File: config.mk
export PLATFORM = sky130hd
export DESIGN_NAME = nvram_upload_ctrl
export DESIGN_NICKNAME = d
export VERILOG_FILES = /design/src/rtl/nvram_upload_ctrl.sv
export SDC_FILE = /design/constraint.sdc
export NUM_CORES = 1
export LEC_CHECK = 0
export BUFFER_PORTS_ARGS = -buffer_cell sky130_fd_sc_hd__buf_2
export CORE_ASPECT_RATIO = 1.2
export CORE_MARGIN = 2
export CORE_UTILIZATION = 44
export CTS_CLUSTER_SIZE = 25
export DETAILED_ROUTE_END_ITERATION = 16
export GPL_TIMING_DRIVEN = 0
export PLACE_DENSITY = 0.84
export SLEW_MARGIN = 10
export SYNTH_ARGS = -nofsm -noshare
export SYNTH_HDL_FRONTEND = slang
export SYNTH_SLANG_ARGS = --single-unit
File: constraint.sdc
create_clock -name clk_sys -period 2.3 [get_ports clk_sys]
set_input_delay 0.46 -clock clk_sys [delete_from_list [all_inputs] [get_ports clk_sys]]
set_output_delay 0.46 -clock clk_sys [all_outputs]
set_load 0.03 [all_outputs]
File: src/rtl/nvram_upload_ctrl.sv
`default_nettype none
// +----------------------------------------------------------------------------+
// | nvram_upload_ctrl                                                          |
// | Serves HPS upload byte reads by fetching 16-bit words from SDRAM.          |
// | Optional one-word read cache: define NVRAM_UPLOAD_PREFETCH_EN.             |
// | Revision: 1.0                                                              |
// +----------------------------------------------------------------------------+
module nvram_upload_ctrl #(
  parameter logic [7:0]  INDEX     = 8'd4,
  parameter logic [24:0] BASE_ADDR = 25'h0A1000,
  parameter logic [15:0] SIZE      = 16'd1024
) (
  input  logic        clk_sys,
  input  logic        reset,
  input  logic        ioctl_upload,
  input  logic [7:0]  ioctl_index,
  input  logic        ioctl_rd,
  input  logic [24:0] ioctl_addr,
  output logic [7:0]  ioctl_din,
  output logic        ioctl_wait,
  output logic        mem_req,
  input  logic        mem_ack,
  output logic [22:0] mem_a,
  input  logic [15:0] mem_q,
  output logic        busy
);

  localparam logic [1:0] S_IDLE  = 2'd0;
  localparam logic [1:0] S_FETCH = 2'd1;
  localparam logic [1:0] S_DRAIN = 2'd2;

  logic [1:0]  r_state;
  logic        r_hi_sel;
  logic        w_active;
  logic        w_in_range;
  logic        w_ack_eq;
  logic [24:0] w_byte_addr;
  logic [22:0] w_word_addr;
  logic [7:0]  w_fetched_byte;
  logic        w_cache_hit;
  logic [7:0]  w_cache_byte;
  logic        w_unused;

  assign w_active       = ioctl_upload & (ioctl_index == INDEX);
  assign w_in_range     = ioctl_addr < {9'd0, SIZE};
  assign w_ack_eq       = (mem_ack == mem_req);
  assign w_byte_addr    = BASE_ADDR + ioctl_addr;
  assign w_word_addr    = w_byte_addr[23:1];
  assign w_fetched_byte = r_hi_sel ? mem_q[15:8] : mem_q[7:0];
  assign w_unused       = ^{w_byte_addr[24], w_byte_addr[0]};
  assign busy           = (r_state != S_IDLE);

`ifdef NVRAM_UPLOAD_PREFETCH_EN
  logic        r_upload_d;
  logic        r_cache_vld;
  logic [22:0] r_cache_addr;
  logic [15:0] r_cache_data;
  logic        w_upload_rise;

  assign w_upload_rise = ioctl_upload & ~r_upload_d;
  // A read coinciding with a new upload must not trust the old entry.
  assign w_cache_hit   = r_cache_vld & ~w_upload_rise & (r_cache_addr == w_word_addr);
  assign w_cache_byte  = ioctl_addr[0] ? r_cache_data[15:8] : r_cache_data[7:0];

  always_ff @(posedge clk_sys) begin
    if (reset) begin
      r_upload_d   <= 1'b0;
      r_cache_vld  <= 1'b0;
      r_cache_addr <= 23'd0;
      r_cache_data <= 16'd0;
    end else begin
      r_upload_d <= ioctl_upload;
      if (w_upload_rise) begin
        r_cache_vld <= 1'b0;
      end else if (r_state == S_FETCH) begin
        if (!w_active) begin
          r_cache_vld <= 1'b0;
        end else if (w_ack_eq) begin
          r_cache_vld  <= 1'b1;
          r_cache_addr <= mem_a;
          r_cache_data <= mem_q;
        end
      end
    end
  end
`else
  assign w_cache_hit  = 1'b0;
  assign w_cache_byte = 8'hFF;
`endif

  always_ff @(posedge clk_sys) begin
    if (reset) begin
      r_state    <= S_IDLE;
      r_hi_sel   <= 1'b0;
      ioctl_din  <= 8'hFF;
      ioctl_wait <= 1'b0;
      mem_req    <= 1'b0;
      mem_a      <= 23'd0;
    end else begin
      case (r_state)
        S_IDLE: begin
          if (w_active && ioctl_rd) begin
            if (!w_in_range) begin
              ioctl_din <= 8'hFF;
            end else if (w_cache_hit) begin
              ioctl_din <= w_cache_byte;
            end else begin
              mem_a      <= w_word_addr;
              r_hi_sel   <= ioctl_addr[0];
              mem_req    <= ~mem_req;
              ioctl_wait <= 1'b1;
              r_state    <= S_FETCH;
            end
          end
        end
        S_FETCH: begin
          // Abort wins over a same-cycle ack; DRAIN then exits on the next cycle.
          if (!w_active) begin
            ioctl_wait <= 1'b0;
            r_state    <= S_DRAIN;
          end else if (w_ack_eq) begin
            ioctl_din  <= w_fetched_byte;
            ioctl_wait <= 1'b0;
            r_state    <= S_IDLE;
          end
        end
        S_DRAIN: begin
          if (w_ack_eq) begin
            r_state <= S_IDLE;
          end
        end
        default: begin
          r_state <= S_IDLE;
        end
      endcase
    end
  end

endmodule
`default_nettype wire

# After elaboration in Yosys (flattened, before gate mapping)
# Cells that the tools add are included.
# totals
elab_cells	44
in_bits	54
out_inout_bits	34
regBits	36
# classes
bitwise	2
mux	16
eq_ne	10
n_reduce_logical	8
n_addsub	1
order_cmp	1
# op_table
op	count
$mux W8	5
$lt A25 B11 Y1 const B	1
$add A20 B24 Y24 const A	1
$pmux W8 S2	1
$ne A2 B2 Y1 const B	5
$eq A8 B3 Y1 const B	1
$mux W2	4
$pmux W2 S3	1
$reduce_and A5 Y1	1
$mux W1	4
$reduce_and A4 Y1	1
$reduce_bool A2 Y1	2
$ne A3 B3 Y1 const B	1
$reduce_and A3 Y1	1
$eq A2 B1 Y1 const B	1
$eq A2 B2 Y1 const B	1
$logic_not A2 Y1	1
$pmux W1 S2	1
$reduce_and A2 Y1	1
$and A1 B1 Y1	1
$eq A1 B1 Y1	1
$logic_and A1 B1 Y1	1
$not A1 Y1	1

# Logic depth before layout (Yosys ltp)
# depth
depth_word	5
mapped_depth	5
ltp_nobuf	4

# Least setup slack after synthesis
# Ideal clock, no wire load.
# synth_timing
path_type	input port to flip-flop
from	input ioctl_addr[14]
to	register mem_a[13]
t_required_ns	2.177
setup_time_ns	0.123
path_buffers	1
stages	5
slack_ns	0.381
arrival_ns	1.796
cell_sequence	nor4_1 nand4_1 or4_1 buf_2 mux2_1
# synth_via
elab_chain_cells	2
word_cells_on_any_way	3
cone_classes	add/sub (1); order compare (1); reduce/logical (1)
# synth_lines
element	line_no	rtl
start: declaration	18	input logic [24:0] ioctl_addr,
$lt A25 B11 Y1	45	assign w_in_range = ioctl_addr < {9'd0, SIZE};
$reduce_and A3 Y1 (no line)	n/a	
end signal: assignment	108	mem_a <= w_word_addr;
end: declaration	23	output logic [22:0] mem_a,
# Several ways; a longest one is shown, not always the timed one.
# A chain may end at the register's enable or synchronous reset.

# Worst setup path in the final report
# layout_timing
from	input ioctl_addr[14]
to	register mem_a[4]
# layout_via
elab_chain_cells	2
# layout_lines
element	line_no
$lt A25 B11 Y1	45
$reduce_and A3 Y1 (no line)	n/a
# No other way between the ends.

==> impl_metrics.tcl <==
set metrics [dict create \
    outcome "completed" \
    report.final.hold_viol_count 0 \
    cpMaxStageDelayCell "sky130_fd_sc_hd__nor4_1" \
    drt_first_pass_iters 4 \
    fillCellCount 350 \
    power_mw 1.26 \
    seq_area_um2 721 \
    num_io_pins 88 \
    detail_route.drc_violations 0 \
    r2r.worst_path.cells 4 \
    post-route-util 0.617 \
    floorplan.core_area_um2 3600 \
    crit-reg2reg-launch "r_state[0]$_SDFFE_PP0P_" \
    total_grt_overflow 0 \
    cts_num_sinks 36 \
    cts.path.max_buffers 2 \
    max_cap_viols 0 \
    final_max_slew_viol_count 0 \
    final_net_count 322 \
    cts-buffers-inserted 5 \
    crit_path_start "ioctl_addr[14]" \
    hold_start "ioctl_addr[6]" \
    dieWidth_um 59.5 \
    detail_route.iter0.violations 33 \
    dieHeight_um 70.7 \
    portBuffers 87 \
    antenna_cells 0 \
    p_per_area_nw_per_um2 568 \
    grtUsageMet3 0.0548 \
    placement_rows 24 \
    crit_path_end_kind "flop" \
    post-route-period-util 0.890 \
    clkSlewWorstSetupHoldPaths_ps 80 \
    worst_slew_pin_slew_ps 487 \
    cts_resized 0 \
    routed_via_density 5.11 \
    first_global_vias 1489 \
    critical_path_required_ps 2510 \
    cts.hold.buffers_added 0 \
    wl_per_cell_um 12.7 \
    ant_nets 0 \
    gr-usage-met1 0.238 \
    multi_input_area_um2 837 \
    place_ws_ps -56.2 \
    gr-max-usage-layer "met2" \
    startpoint_to_endpoint_class_of_the_critical_path "in -> reg" \
    start_util 0.452 \
    hold_class "in -> reg" \
    mean_area_per_synthesized_cell_um2 9.42 \
    worst_slack_ps 253 \
    grt_antenna_before_repair 0 \
    cell_by_cell_listing_of_the_critical_path "buf_2 -> nor4_1 -> nand4_1 -> nor4_1 -> buf_2 -> mux2i_1" \
    flow.area_growth_from_synthesis_pct 36.6 \
    die_area_um2 4210 \
    static_leakage_nw 1.01 \
    finalWorstPathRequiredPeriod_ps 2050 \
    ys_types 30 \
    syn-instance-count 173 \
    layout.cells.non_filler 307 \
    cell_area_after_placement_um2 2110 \
    crit_path_max_incr_delay_ps 470 \
    clock_latency_ps 280 \
    placedCellCount 299 \
    rsz0062_at_grt "false" \
    max-slew-margin-rel 0.672 \
    grt_use_met2 0.321 \
    finalWeightedCongestion 0.732 \
    synth_warnings 0 \
    share_of_final_layout_standard_cells_stronger_than_drive_strength_1 0.384 \
    setup_buffers_after_cts 0 \
    synth.yosys.seq_area_share 0.442 \
    setup_violations_final 0 \
    clock_tree.htree_level_count 2 \
    syn_nets 228 \
    synth_seq_cells 36 \
    critical_path.startpoint_type "input pin" \
    num_vias 1569 \
    grt_start_max_net_pins 13 \
    worst-endpoint-arrival_ps 2260 \
    worst_clock_skew_ps 3.70 \
    globalRouteTotalUtil 0.197 \
    cts_tree "yes" \
    worstHoldPathCells 3 \
    maximum_fanout_encountered_on_the_critical_timing_path 10 \
    fmax_ghz 0.489 \
    final_area_um2 2220 \
    post-dp-hpwl_um 2990 \
    drt-total-wl_um 3910 \
    clk_root_buffer_cell "sky130_fd_sc_hd__clkbuf_8" \
    max-vdd-ir-drop_mv 0.461 \
    netlist_area_um2 1630 \
    grt_first_pass_wirelength_um 6350 \
]
[flip-flops by register name, summed over array words and instances, names as in the netlist]
signal	cells
mem_a	23
ioctl_din	8
r_state	2
ioctl_wait	1
mem_req	1
r_hi_sel	1
[where the power goes]
group | total [mW] | internal (mW) | switching (mW) | leakage, nW
sequential | 0.623 | 0.623 | 0.00000000995 | 0.290
clock | 0.549 | 0.321 | 0.228 | 0.0541
combinational | 0.0915 | 0.0516 | 0.0399 | 0.664
[final timing paths]
check	to	slack [ps]
min	mem_a[5]$_SDFFE_PP0P_	430
min reg2reg	mem_a[18]$_SDFFE_PP0P_	450
max reg2reg	ioctl_din[1]$_SDFFE_PP1P_	510
max	mem_a[4]$_SDFFE_PP0P_	250
[cells by family (layout without fill, tap and decap cells)]
kind of cell	after synthesis	count (layout)	synth area share
buffers and inverters	18	113	0.0438
xor gates and xnor gates	2	2	0.0108
adders and majority gates	1	1	0.00768
and+or+nand+nor	80	80	0.300
AOI/OAI and AO/OA	22	22	0.107
muxes	14	14	0.0883
DFF	36	36	0.442
[synthesized netlist by cell type (all sizes together)]
cell | count | area [um^2]
dfxtp | 36 | 721
and4 | 1 | 8.76
mux2 | 3 | 33.8
nor3 | 1 | 5.00
a21oi | 4 | 20.0
xnor2 | 1 | 8.76
nand3 | 1 | 5.00
or4 | 1 | 7.51
xor2 | 1 | 8.76
a2bb2oi | 1 | 8.76
nor3b | 9 | 67.6
or2 | 1 | 6.26
nand2 | 1 | 3.75
nand2b | 23 | 144
and3 | 8 | 50.1
nor2 | 12 | 45.0
nand4 | 3 | 18.8
a2111oi | 8 | 70.1
a211oi | 8 | 60.1
clkbuf | 8 | 30.0
inv | 7 | 26.3
buf | 3 | 15.0
ha | 1 | 12.5
nor2b | 12 | 75.1
a221oi | 1 | 15.0
mux2i | 11 | 110
nor4 | 4 | 25.0
nor4b | 1 | 15.0
or3 | 2 | 12.5
[cells in the final DEF (no fill, tap or decap), types with 2 or more instances in the layout]
cell and count:
sky130_fd_sc_hd__buf_2 90, sky130_fd_sc_hd__dfxtp_1 36, sky130_fd_sc_hd__nand2b_1 23, sky130_fd_sc_hd__nor2_1 12, sky130_fd_sc_hd__nor2b_1 12, sky130_fd_sc_hd__mux2i_1 11, sky130_fd_sc_hd__nor3b_1 9, sky130_fd_sc_hd__clkbuf_1 8
sky130_fd_sc_hd__a2111oi_0 8, sky130_fd_sc_hd__and3_1 8, sky130_fd_sc_hd__a211oi_1 8, sky130_fd_sc_hd__inv_1 7, sky130_fd_sc_hd__clkbuf_8 5, sky130_fd_sc_hd__nor4_1 4, sky130_fd_sc_hd__a21oi_1 4, sky130_fd_sc_hd__nand4_1 3
sky130_fd_sc_hd__or3_1 2, sky130_fd_sc_hd__mux2_2 2
[critical path, delay by kind of cell]
family	cells	cell delay (ps)
and+or+nand+nor	3	1070
muxes	1	240
buffers and inverters	2	490
[per-stage QoR]
stage / hold WS (ps) / setup TNS (ps)
6_report: 425 / 0
2_1_floorplan: 544 / 0
4_1_cts: 417 / 0
5_1_grt: 442 / 0
3_3_place_gp: 430 / 0
3_5_place_dp: 436 / -266
[layer usage]
metal  wire [um]  up-vias  part of all wire
met3         312        4             0.080
met2        1790       69              0.46
met1        1740      700              0.44
li1            -      796                 -
met5           0        -                 0
met4          70        0             0.018
[area by class of cell]
type / instances / share of cell area
inverters: 7 / 0.0118
repair buffers: 87 / 0.196
plain buffers: 11 / 0.0202
multi-input cells: 119 / 0.376
flip-flops and latches: 36 / 0.324
well taps: 39 / 0.0219
clock inverters: 3 / 0.0191
clock buffers: 5 / 0.0309
No activity file was read; power rests on OpenSTA's default activity.
